[src/rtl/alu_pkg.sv]
// Shared ALU definitions: opcode encodings and result-buffer entry layout.
package alu_pkg;

  localparam logic [1:0] FUN_ADD = 2'b00;
  localparam logic [1:0] FUN_SUB = 2'b01;
  localparam logic [1:0] FUN_AND = 2'b10;
  localparam logic [1:0] FUN_OR  = 2'b11;

  localparam int unsigned ALU_WIDTH = 16;

  // Entry layout, MSB to LSB: {fun[1:0], data[WIDTH-1:0], carry, zero}
  localparam int unsigned ENTRY_W = 2 + ALU_WIDTH + 1 + 1;

  // Entry width for an arbitrary operand width
  function automatic int unsigned entry_w(input int unsigned width);
    return 2 + width + 1 + 1;
  endfunction

endpackage

[src/rtl/alu_result_buffer_if.sv]
// Issue/result/consumer bundle between the ALU pipeline, the result buffer and its consumer.
interface alu_result_buffer_if #(
  parameter int unsigned WIDTH = 16,
  parameter int unsigned DEPTH = 4,
  parameter int unsigned CNTW  = 8
);
  localparam int unsigned CW = $clog2(DEPTH + 1);

  logic             ISSUE_VALID;
  logic [1:0]       ISSUE_FUN;
  logic [WIDTH:0]   ALU_OUT;
  logic             OUT_VALID;
  logic             OUT_READY;
  logic [WIDTH-1:0] OUT_DATA;
  logic             OUT_CARRY;
  logic             OUT_ZERO;
  logic [1:0]       OUT_FUN;
  logic             FULL;
  logic             EMPTY;
  logic [CW-1:0]    COUNT;
  logic [CNTW-1:0]  DROP_CNT;
  logic             OVERFLOW;

  // Issue side and consumer
  modport master (
    output ISSUE_VALID, ISSUE_FUN, ALU_OUT, OUT_READY,
    input  OUT_VALID, OUT_DATA, OUT_CARRY, OUT_ZERO, OUT_FUN,
           FULL, EMPTY, COUNT, DROP_CNT, OVERFLOW
  );

  // Result buffer
  modport slave (
    input  ISSUE_VALID, ISSUE_FUN, ALU_OUT, OUT_READY,
    output OUT_VALID, OUT_DATA, OUT_CARRY, OUT_ZERO, OUT_FUN,
           FULL, EMPTY, COUNT, DROP_CNT, OVERFLOW
  );

endinterface

[src/rtl/alu_res_fifo.sv]
// Generic synchronous first-word-fall-through FIFO; occupancy tracked by a counter.
module alu_res_fifo #(
  parameter int unsigned DATA_W = 8,
  parameter int unsigned DEPTH  = 4
) (
  input  logic                       clk,
  input  logic                       rst_n,
  input  logic                       wr_en,
  input  logic [DATA_W-1:0]          wr_data,
  input  logic                       rd_en,
  output logic [DATA_W-1:0]          rd_data,
  output logic [$clog2(DEPTH+1)-1:0] count,
  output logic                       full,
  output logic                       empty
);

  localparam int unsigned PW = $clog2(DEPTH);
  localparam int unsigned CW = $clog2(DEPTH + 1);

  logic [DATA_W-1:0] mem_q [DEPTH];
  logic [PW-1:0]     wr_ptr_q, wr_ptr_d;
  logic [PW-1:0]     rd_ptr_q, rd_ptr_d;
  logic [CW-1:0]     count_q, count_d;
  logic              do_wr_c, do_rd_c;

  // Qualify requests: no read when empty, no write when full unless a read frees a slot
  always_comb begin
    do_rd_c = rd_en && (count_q != '0);
    do_wr_c = wr_en && ((count_q != CW'(DEPTH)) || do_rd_c);
  end

  // Next-state pointers (DEPTH is a power of two, so natural wrap) and occupancy
  always_comb begin
    wr_ptr_d = wr_ptr_q;
    rd_ptr_d = rd_ptr_q;
    count_d  = count_q;
    if (do_wr_c) wr_ptr_d = wr_ptr_q + PW'(1);
    if (do_rd_c) rd_ptr_d = rd_ptr_q + PW'(1);
    if (do_wr_c && !do_rd_c)      count_d = count_q + CW'(1);
    else if (!do_wr_c && do_rd_c) count_d = count_q - CW'(1);
  end

  // Pointer and occupancy registers
  always_ff @(posedge clk or negedge rst_n) begin
    if (!rst_n) begin
      wr_ptr_q <= '0;
      rd_ptr_q <= '0;
      count_q  <= '0;
    end else begin
      wr_ptr_q <= wr_ptr_d;
      rd_ptr_q <= rd_ptr_d;
      count_q  <= count_d;
    end
  end

  // Storage array; contents are don't-care until written
  always_ff @(posedge clk) begin
    if (do_wr_c) mem_q[wr_ptr_q] <= wr_data;
  end

  assign rd_data = mem_q[rd_ptr_q];
  assign count   = count_q;
  assign full    = (count_q == CW'(DEPTH));
  assign empty   = (count_q == '0);

endmodule

[src/rtl/alu_result_buffer.sv]
// Captures the ALU result one cycle after each issued operation, derives flags and
// queues {fun, data, carry, zero} for a valid/ready consumer; counts overflow drops.
module alu_result_buffer
  import alu_pkg::*;
#(
  parameter int unsigned WIDTH = 16,
  parameter int unsigned DEPTH = 4,
  parameter int unsigned CNTW  = 8
) (
  input  logic CLK,
  input  logic RST,
  alu_result_buffer_if.slave bus
);

  localparam int unsigned EW = entry_w(WIDTH);
  localparam int unsigned CW = $clog2(DEPTH + 1);
  localparam logic [CNTW-1:0] DROP_MAX = '1;

  logic            pend_v_q, pend_v_d;
  logic [1:0]      pend_fun_q, pend_fun_d;
  logic [CNTW-1:0] drop_cnt_q, drop_cnt_d;
  logic            overflow_q, overflow_d;

  logic            pop_c, wr_en_c, drop_c, wr_zero_c;
  logic [EW-1:0]   wr_entry;
  logic [EW-1:0]   rd_entry;
  logic [CW-1:0]   fifo_count;
  logic            fifo_full, fifo_empty;

  // Write/pop/drop decisions and entry packing for the result arriving this cycle
  always_comb begin
    pop_c     = !fifo_empty && bus.OUT_READY;
    wr_en_c   = pend_v_q && (!fifo_full || pop_c);
    drop_c    = pend_v_q && fifo_full && !pop_c;
    wr_zero_c = (bus.ALU_OUT[WIDTH-1:0] == '0);
    wr_entry  = {pend_fun_q, bus.ALU_OUT[WIDTH-1:0], bus.ALU_OUT[WIDTH], wr_zero_c};
  end

  // Next state for pending stage and drop bookkeeping
  always_comb begin
    pend_v_d   = bus.ISSUE_VALID;
    pend_fun_d = bus.ISSUE_FUN;
    drop_cnt_d = drop_cnt_q;
    overflow_d = overflow_q;
    if (drop_c) begin
      overflow_d = 1'b1;
      if (drop_cnt_q != DROP_MAX) drop_cnt_d = drop_cnt_q + CNTW'(1);
    end
  end

  // Pending-stage and drop registers
  always_ff @(posedge CLK or negedge RST) begin
    if (!RST) begin
      pend_v_q   <= 1'b0;
      pend_fun_q <= 2'b00;
      drop_cnt_q <= '0;
      overflow_q <= 1'b0;
    end else begin
      pend_v_q   <= pend_v_d;
      pend_fun_q <= pend_fun_d;
      drop_cnt_q <= drop_cnt_d;
      overflow_q <= overflow_d;
    end
  end

  alu_res_fifo #(
    .DATA_W (EW),
    .DEPTH  (DEPTH)
  ) u_fifo (
    .clk     (CLK),
    .rst_n   (RST),
    .wr_en   (wr_en_c),
    .wr_data (wr_entry),
    .rd_en   (pop_c),
    .rd_data (rd_entry),
    .count   (fifo_count),
    .full    (fifo_full),
    .empty   (fifo_empty)
  );

  // Head-entry unpack, forced to zero while empty
  assign bus.OUT_VALID = !fifo_empty;
  assign bus.OUT_FUN   = fifo_empty ? 2'b00      : rd_entry[EW-1 -: 2];
  assign bus.OUT_DATA  = fifo_empty ? WIDTH'(0)  : rd_entry[EW-3 -: WIDTH];
  assign bus.OUT_CARRY = fifo_empty ? 1'b0       : rd_entry[1];
  assign bus.OUT_ZERO  = fifo_empty ? 1'b0       : rd_entry[0];
  assign bus.FULL      = fifo_full;
  assign bus.EMPTY     = fifo_empty;
  assign bus.COUNT     = fifo_count;
  assign bus.DROP_CNT  = drop_cnt_q;
  assign bus.OVERFLOW  = overflow_q;

endmodule

[src/flat_wrapper.sv]
// flat-port wrapper written by rule: the top's interface ports become plain ports
module alu_result_buffer_flat import alu_pkg::*;
#(
  parameter int unsigned WIDTH = 16,
  parameter int unsigned DEPTH = 4,
  parameter int unsigned CNTW  = 8
)
  (CLK, RST, bus_ISSUE_VALID, bus_ISSUE_FUN, bus_ALU_OUT, bus_OUT_READY, bus_OUT_VALID, bus_OUT_DATA, bus_OUT_CARRY, bus_OUT_ZERO, bus_OUT_FUN, bus_FULL, bus_EMPTY, bus_COUNT, bus_DROP_CNT, bus_OVERFLOW);
  alu_result_buffer_if #(.WIDTH(WIDTH), .DEPTH(DEPTH), .CNTW(CNTW)) bus_i ();
  input  logic CLK;
  input  logic RST;
  input wire logic [$bits(bus_i.ISSUE_VALID)-1:0] bus_ISSUE_VALID;
  input wire logic [$bits(bus_i.ISSUE_FUN)-1:0] bus_ISSUE_FUN;
  input wire logic [$bits(bus_i.ALU_OUT)-1:0] bus_ALU_OUT;
  input wire logic [$bits(bus_i.OUT_READY)-1:0] bus_OUT_READY;
  output wire logic [$bits(bus_i.OUT_VALID)-1:0] bus_OUT_VALID;
  output wire logic [$bits(bus_i.OUT_DATA)-1:0] bus_OUT_DATA;
  output wire logic [$bits(bus_i.OUT_CARRY)-1:0] bus_OUT_CARRY;
  output wire logic [$bits(bus_i.OUT_ZERO)-1:0] bus_OUT_ZERO;
  output wire logic [$bits(bus_i.OUT_FUN)-1:0] bus_OUT_FUN;
  output wire logic [$bits(bus_i.FULL)-1:0] bus_FULL;
  output wire logic [$bits(bus_i.EMPTY)-1:0] bus_EMPTY;
  output wire logic [$bits(bus_i.COUNT)-1:0] bus_COUNT;
  output wire logic [$bits(bus_i.DROP_CNT)-1:0] bus_DROP_CNT;
  output wire logic [$bits(bus_i.OVERFLOW)-1:0] bus_OVERFLOW;
  assign bus_i.ISSUE_VALID = bus_ISSUE_VALID;
  assign bus_i.ISSUE_FUN = bus_ISSUE_FUN;
  assign bus_i.ALU_OUT = bus_ALU_OUT;
  assign bus_i.OUT_READY = bus_OUT_READY;
  assign bus_OUT_VALID = bus_i.OUT_VALID;
  assign bus_OUT_DATA = bus_i.OUT_DATA;
  assign bus_OUT_CARRY = bus_i.OUT_CARRY;
  assign bus_OUT_ZERO = bus_i.OUT_ZERO;
  assign bus_OUT_FUN = bus_i.OUT_FUN;
  assign bus_FULL = bus_i.FULL;
  assign bus_EMPTY = bus_i.EMPTY;
  assign bus_COUNT = bus_i.COUNT;
  assign bus_DROP_CNT = bus_i.DROP_CNT;
  assign bus_OVERFLOW = bus_i.OVERFLOW;
  alu_result_buffer #(.WIDTH(WIDTH), .DEPTH(DEPTH), .CNTW(CNTW)) u_core (.CLK(CLK), .RST(RST), .bus(bus_i));
endmodule
[config.mk]
export PLATFORM = sky130hd
export DESIGN_NAME = alu_result_buffer_flat
export DESIGN_NICKNAME = d
export VERILOG_FILES = /design/src/rtl/alu_pkg.sv /design/src/rtl/alu_result_buffer_if.sv /design/src/rtl/alu_res_fifo.sv /design/src/rtl/alu_result_buffer.sv /design/src/flat_wrapper.sv
export SDC_FILE = /design/constraint.sdc
export NUM_CORES = 1
export LEC_CHECK = 0
export BUFFER_PORTS_ARGS = -buffer_cell sky130_fd_sc_hd__buf_2
export CORE_UTILIZATION = 50
export DETAILED_ROUTE_END_ITERATION = 10
export PLACE_DENSITY = 0.71
export REMOVE_ABC_BUFFERS = 1
export SYNTH_ARGS = -nofsm -noshare
export SYNTH_HDL_FRONTEND = slang
export SYNTH_HIERARCHICAL = 1
export SYNTH_SLANG_ARGS = --single-unit
[constraint.sdc]
create_clock -name CLK -period 2.8 [get_ports CLK]
set_input_delay 0.56 -clock CLK [delete_from_list [all_inputs] [get_ports CLK]]
set_output_delay 0.56 -clock CLK [all_outputs]
set_load 0.05 [all_outputs]
After elaboration in Yosys (flattened, before gate mapping)
Memories as Yosys holds them, arrays and structs flattened.
Cells that the tools add are included.
{ "totals": {"in_bits": 23, "mem_bits_rw": 80, "elab_cells": 44, "ff_bits": 19, "memories": 1, "output_inout_bits": 35} }
{ "op_classes": {"mux": 8, "n_eq_ne": 3, "add_sub_neg": 5, "n_reduce_logical": 20} }
{ "memory_table": {"columns": ["memory", "words", "word_bits", "rd", "rd_clocked_by_memory_dff", "wr", "line", "text"], "rows": [
  ["u_core.u_fifo.mem_q", 4, 20, 1, 0, 1, "alu_res_fifo.sv:20", "logic [DATA_W-1:0] mem_q [DEPTH];"]
]} }
{ "ops": {"columns": ["operator", "n"], "rows": [
  ["$logic_not 16->1", 1],
  ["$mux 16", 1],
  ["$add 8x1->8 const B", 1],
  ["$logic_and 1x1->1", 8],
  ["$ne 8x8->1 const B", 1],
  ["$mux 3", 2],
  ["$logic_not 1->1", 5],
  ["$add 2x1->2 const B", 2],
  ["$mux 1", 4],
  ["$add 3x1->3 const B", 1],
  ["$eq 3x3->1 const B", 1],
  ["$logic_not 3->1", 1],
  ["$ne 3x3->1 const B", 1],
  ["$reduce_bool 3->1", 1],
  ["$sub 3x1->3 const B", 1],
  ["$logic_or 1x1->1", 2],
  ["$mux 2", 1],
  ["$reduce_and 2->1", 1],
  ["$reduce_bool 2->1", 1]
]} }

Longest topological paths before layout
{ "logic_depth": {"ltp_word": 10, "ltp_mapped": 11, "ltp_nobuf": 11} }

Hierarchy
Netlist, hierarchy kept.
{ "by_module_without_submodules": {"columns": ["module", "area_each_um2", "seq_area_each_um2", "n_inst", "cells_each"], "rows": [
  ["alu_res_fifo", 3326.9, 2577.5, 1, 139],
  ["alu_result_buffer", 720.7, 300.3, 1, 77]
]} }

Worst setup path before layout
Ideal clock, no wire load.
{ "synth_timing": {"path_kind": "reg2reg", "start": "register u_core.u_fifo.count_q[0], in the netlist u_core/u_fifo/count[0]", "end": "register u_core.u_fifo.count_q[1], in the netlist u_core/u_fifo/count[1]", "path_buffers": 0, "arrival_ps": 3673, "setup_ps": 125, "path_slack_ps": -998, "required_ps": 2675, "synth_period_minus_slack_ps": 3798, "stages_incl_launch_ff": 9, "cell_sequence": "dfrtp_1 -> nor3_1 -> nand2b_4 -> a21boi_0 -> a21boi_4 -> ha_1 -> inv_1 -> fa_1 -> mux2_2"} }
{ "synth_between": {"word_cells_on_any_way": 21, "classes_between": "add/sub (2); eq/ne (2); mux (2); reduce/logical (15)"} }
{ "synth_rtl": {"columns": ["item", "line", "text"], "rows": [
  ["start: declaration", "alu_res_fifo.sv:23", "logic [CW-1:0] count_q, count_d;"],
  ["start signal: assignment", "alu_res_fifo.sv:52", "count_q <= count_d;"],
  ["$logic_not 3->1", "alu_res_fifo.sv:64", "assign empty = (count_q == '0);"],
  ["via bus_EMPTY", "flat_wrapper.sv:22", "output wire logic [$bits(bus_i.EMPTY)-1:0] bus_EMPTY;"],
  ["$logic_not 1->1", "alu_result_buffer.sv:32", "pop_c = !fifo_empty && bus.OUT_READY;"],
  ["$logic_and 1x1->1", "alu_result_buffer.sv:32", null],
  ["$logic_or 1x1->1", "alu_result_buffer.sv:33", "wr_en_c = pend_v_q && (!fifo_full || pop_c);"],
  ["$logic_and 1x1->1", "alu_result_buffer.sv:33", null],
  ["via u_core.wr_en_c", "alu_result_buffer.sv:24", "logic pop_c, wr_en_c, drop_c, wr_zero_c;"],
  ["$logic_and 1x1->1", "alu_res_fifo.sv:29", "do_wr_c = wr_en && ((count_q != CW'(DEPTH)) || do_rd_c);"],
  ["via u_core.u_fifo.do_wr_c", "alu_res_fifo.sv:24", "logic do_wr_c, do_rd_c;"],
  ["$logic_and 1x1->1", "alu_res_fifo.sv:39", "if (do_wr_c && !do_rd_c) count_d = count_q + CW'(1);"],
  ["$mux 3", "alu_res_fifo.sv:39", null],
  ["via u_core.u_fifo.count_d[1]", "alu_res_fifo.sv:23", null]
]} }
The timed path passes the listed nets, and every way through them passes these cells. The select of a mux whose other input is x is not followed.
A chain may end at the register's enable or synchronous reset.

Worst setup path after layout
{ "layout_timing": {"start": "register u_core.u_fifo.rd_ptr_q[0]", "end": "output bus_OUT_DATA[0]"} }
{ "layout_between": {"elab_chain_cells": 2} }
{ "layout_rtl": {"columns": ["item", "line", "text"], "rows": [
  ["start: declaration", "alu_res_fifo.sv:22", "logic [PW-1:0] rd_ptr_q, rd_ptr_d;"],
  ["start signal: assignment", "alu_res_fifo.sv:51", "rd_ptr_q <= rd_ptr_d;"],
  ["$mem_v2 4x20", null, null],
  ["via u_core.rd_entry[2]", "alu_result_buffer.sv:26", "logic [EW-1:0] rd_entry;"],
  ["$mux 16", "alu_result_buffer.sv:84", "assign bus.OUT_DATA = fifo_empty ? WIDTH'(0) : rd_entry[EW-3 -: WIDTH];"],
  ["end: declaration", "flat_wrapper.sv:17", "output wire logic [$bits(bus_i.OUT_DATA)-1:0] bus_OUT_DATA;"]
]} }
The timed path passes the listed nets, and every way through them passes these cells.

==> run_results.csv <==
group,metric,value,unit
clock_network,tritoncts,"yes",
logic_synthesis,yosys-top-cells-area,"edfxtp_1 (59%), dfrtp_1 (12%), mux4_2 (11%)",
global_routing,grt_use_total,17.9,%
logic_synthesis,ys_ff_latch,99,
place,place_congestion,0.782,
global_routing,grt_max_degree,25,
logic_synthesis,async_flop_share,19.2,%
place,port_buffers,57,
global_routing,grt_pass1_wl,11000,um
timing,slew-limit-headroom,61.8,%
floorplan,rows,32,
drt,drt_iter0_drc,107,
clock_network,numCtsBuffers,9,
layout,final_core_util,59.8,%
floorplan,initial_core_util,52.1,%
logic_synthesis,synth_common_cells,"edfxtp_1 (80), mux4_2 (20), nor2b_1 (20)",
floorplan,core-area,7770,sq um
run,maxCapViolCount,0,
clock_network,root_buffer,"clkbuf_8",
clock_network,ctsHoldBuffers,0,
layout,syn_to_final_growth,14.7,%
logic_synthesis,yosysUniqueCellTypes,35,
logic_synthesis,synth-edff-count,80,
drt,avgViaCountPerCell,5.28,
run_status,outcome,"complete, no violations",
clock_network,clk_pin_slew_worst_paths,0.09,ns
floorplan,dieArea,8460,sq um
drt,drtAntennaViolNets,0,
floorplan,ios,58,
logic_synthesis,synth.cell_area,4050,sq um
global_routing,antenna_found_initial,0,
clock_network,cts_resized,0,
clock_network,cts_buffer_depth,2,
logic_synthesis,ys.flop_type,"edfxtp_1",
timing,min_period,2.49,ns
logic_synthesis,ys_warn_count,6,
timing,setup_tns,0,ns
power,ir_drop,0.663,mV
drt,vias,2047,
layout,drive_gt1_share,38.5,%
logic_synthesis,syn_inst,216,
setup_path,worst_setup_path_start_kind,"flip-flop",
power,powerDensity,1200,nW/um^2
logic_synthesis,synth.avg_cell_area,18.7,sq um
min_path,hp-class,"in2async",
place,place_area,4460,sq um
timing,finalHoldViolCount,0,
clock_network,insertion_delay,0.35,ns
timing,setup_viol,0,
clock_network,cts_sinks,99,
layout,stdcell_area,4640,sq um
floorplan,die_w,92.0,um
timing,slew_violations,0,
drt,wl_per_cell,17.6,um
setup_path,crit_required,2.24,ns
logic_synthesis,synth_seq_area_share,71.1,%
place,post-place-cells,374,
timing,clock_skew,0.00910,ns
drt,drc_errors,0,
timing,period_share,88.8,%
global_routing,grt_overflow,0,
logic_synthesis,yosysMostFrequentCell,"edfxtp_1",
setup_path,critPathArrivalTime,1.93,ns
clock_network,ctsHtreeMaxLevel,3,
drt,drt-total-wl,6830,um
clock_network,cts_setup_buffers,0,
place,post-dp-hpwl,4470,um
timing,max_freq,402,MHz
timing,rsz0062_at_grt,"false",
timing,tightest_slew,0.573,ns
logic_synthesis,synth_top_cell_by_area,"edfxtp_1",
layout,diodes,0,
setup_path,path_class,"reg2out",
drt,first_pass_iters,4,
power,p_leak,0.00174,uW
logic_synthesis,yosys.area.top_type_share,59.4,%
setup_path,end_kind,"primary output",
layout,final_cells,388,
layout,nets,313,
setup_path,worstPathMaxFanout,15,
global_routing,grt_pass1_vias,2131,
floorplan,die_h,92.0,um
[state kept, by name, indices dropped and copies added (netlist names)]
register / flops
u_core/bus.OVERFLOW: 1
u_core/pend_fun_q: 2
u_core/bus.DROP_CNT: 8
u_core/u_fifo/wr_ptr_q: 2
u_core/pend_v_q: 1
u_core/u_fifo/rd_ptr_q: 2
u_core/u_fifo/count: 3
u_core/u_fifo/mem_q: 80
[layout make-up]
| cell class | instances | area, sq um |
|---|---|---|
| clock buffer | 10 | 128 |
| clock inverter | 4 | 52.6 |
| fill | 591 | 3120 |
| inverter | 7 | 26.3 |
| multi-input combinational | 104 | 1110 |
| sequential | 99 | 2880 |
| tap | 102 | 128 |
| timing repair buffer | 62 | 323 |
[layer usage]
metal  routed length [um]  share of wire (%)  vias to the layer above  global-route usage (%)
met4                  114                1.7                        0                    7.81
met3                  278                4.1                        7                    3.81
met1                 3100                 45                     1024                    24.2
met5                    0                  0                        -                       0
met2                 3330                 49                       56                    28.2
li1                     -                  -                      960                       -
[cells in the final DEF (no fill, tap or decap), types with 2 or more instances in the layout]
| master | n |
|---|---|
| ha_1 | 6 |
| buf_2 | 57 |
| nor2_1 | 4 |
| and3_1 | 5 |
| nor2_2 | 3 |
| o21ai_0 | 3 |
| clkbuf_8 | 9 |
| mux2_1 | 2 |
| nand2_1 | 2 |
| buf_4 | 5 |
| nand3_1 | 5 |
| a21oi_1 | 2 |
| and2_2 | 4 |
| nand2b_1 | 2 |
| nor2b_1 | 20 |
| edfxtp_1 | 80 |
| mux2_4 | 2 |
| xnor2_1 | 5 |
| nor4_1 | 4 |
| dfrtp_1 | 19 |
| inv_1 | 7 |
| mux4_2 | 20 |
| xor2_1 | 3 |
[per-stage QoR]
stage | setup slack (ns) | hold WS [ns] | total power, uW
after floorplan | -2.01 | 0.264 | 4130
final | 0.314 | 0.139 | 5560
after global routing | 0.149 | 0.159 | 5840
after CTS | 0.266 | 0.140 | 5630
after global placement | 0.492 | 0.446 | 4720
after detailed placement | 0.416 | 0.453 | 4760
[cell families after synthesis]
group | share of synthesized area [%]
compound gates | 1.27
xor+xnor | 1.73
fa+ha+maj | 2.35
buf+inv | 1.64
flops | 71.1
mux | 13.0
simple gates | 8.96
[worst paths after layout]
| path | slack (ns) | end | cells after the start | startpoint |
|---|---|---|---|---|
| min in group CLK | 0.31 | u_core/pend_v_q | 1 | bus_ISSUE_VALID |
| worst max-delay path | 0.31 | bus_OUT_DATA[0] | 4 | u_core/u_fifo/rd_ptr_q[0] |
| worst min-delay path | 0.14 | u_core/bus.DROP_CNT[1] | 1 | RST |
| worst min register to register | 0.47 | u_core/bus.OVERFLOW | 1 | u_core/bus.OVERFLOW |
| max in group asynchronous | 2.35 | u_core/u_fifo/wr_ptr_q[0] | 1 | RST |
| worst max register to register | 0.41 | u_core/u_fifo/count[2] | 10 | u_core/u_fifo/count[0] |
[power breakdown]
group          internal [uW]  switching (uW)
combinational            839            1750
clock                    407             462
sequential              1940             164
[worst max-delay path, stage by stage (launching register included)]
cell,delay (ns)
dfrtp_1,0.35
buf_4,0.30
mux4_2,0.55
nor2b_1,0.15
buf_2,0.22
Note: power is estimated with default switching activity, not from simulation.
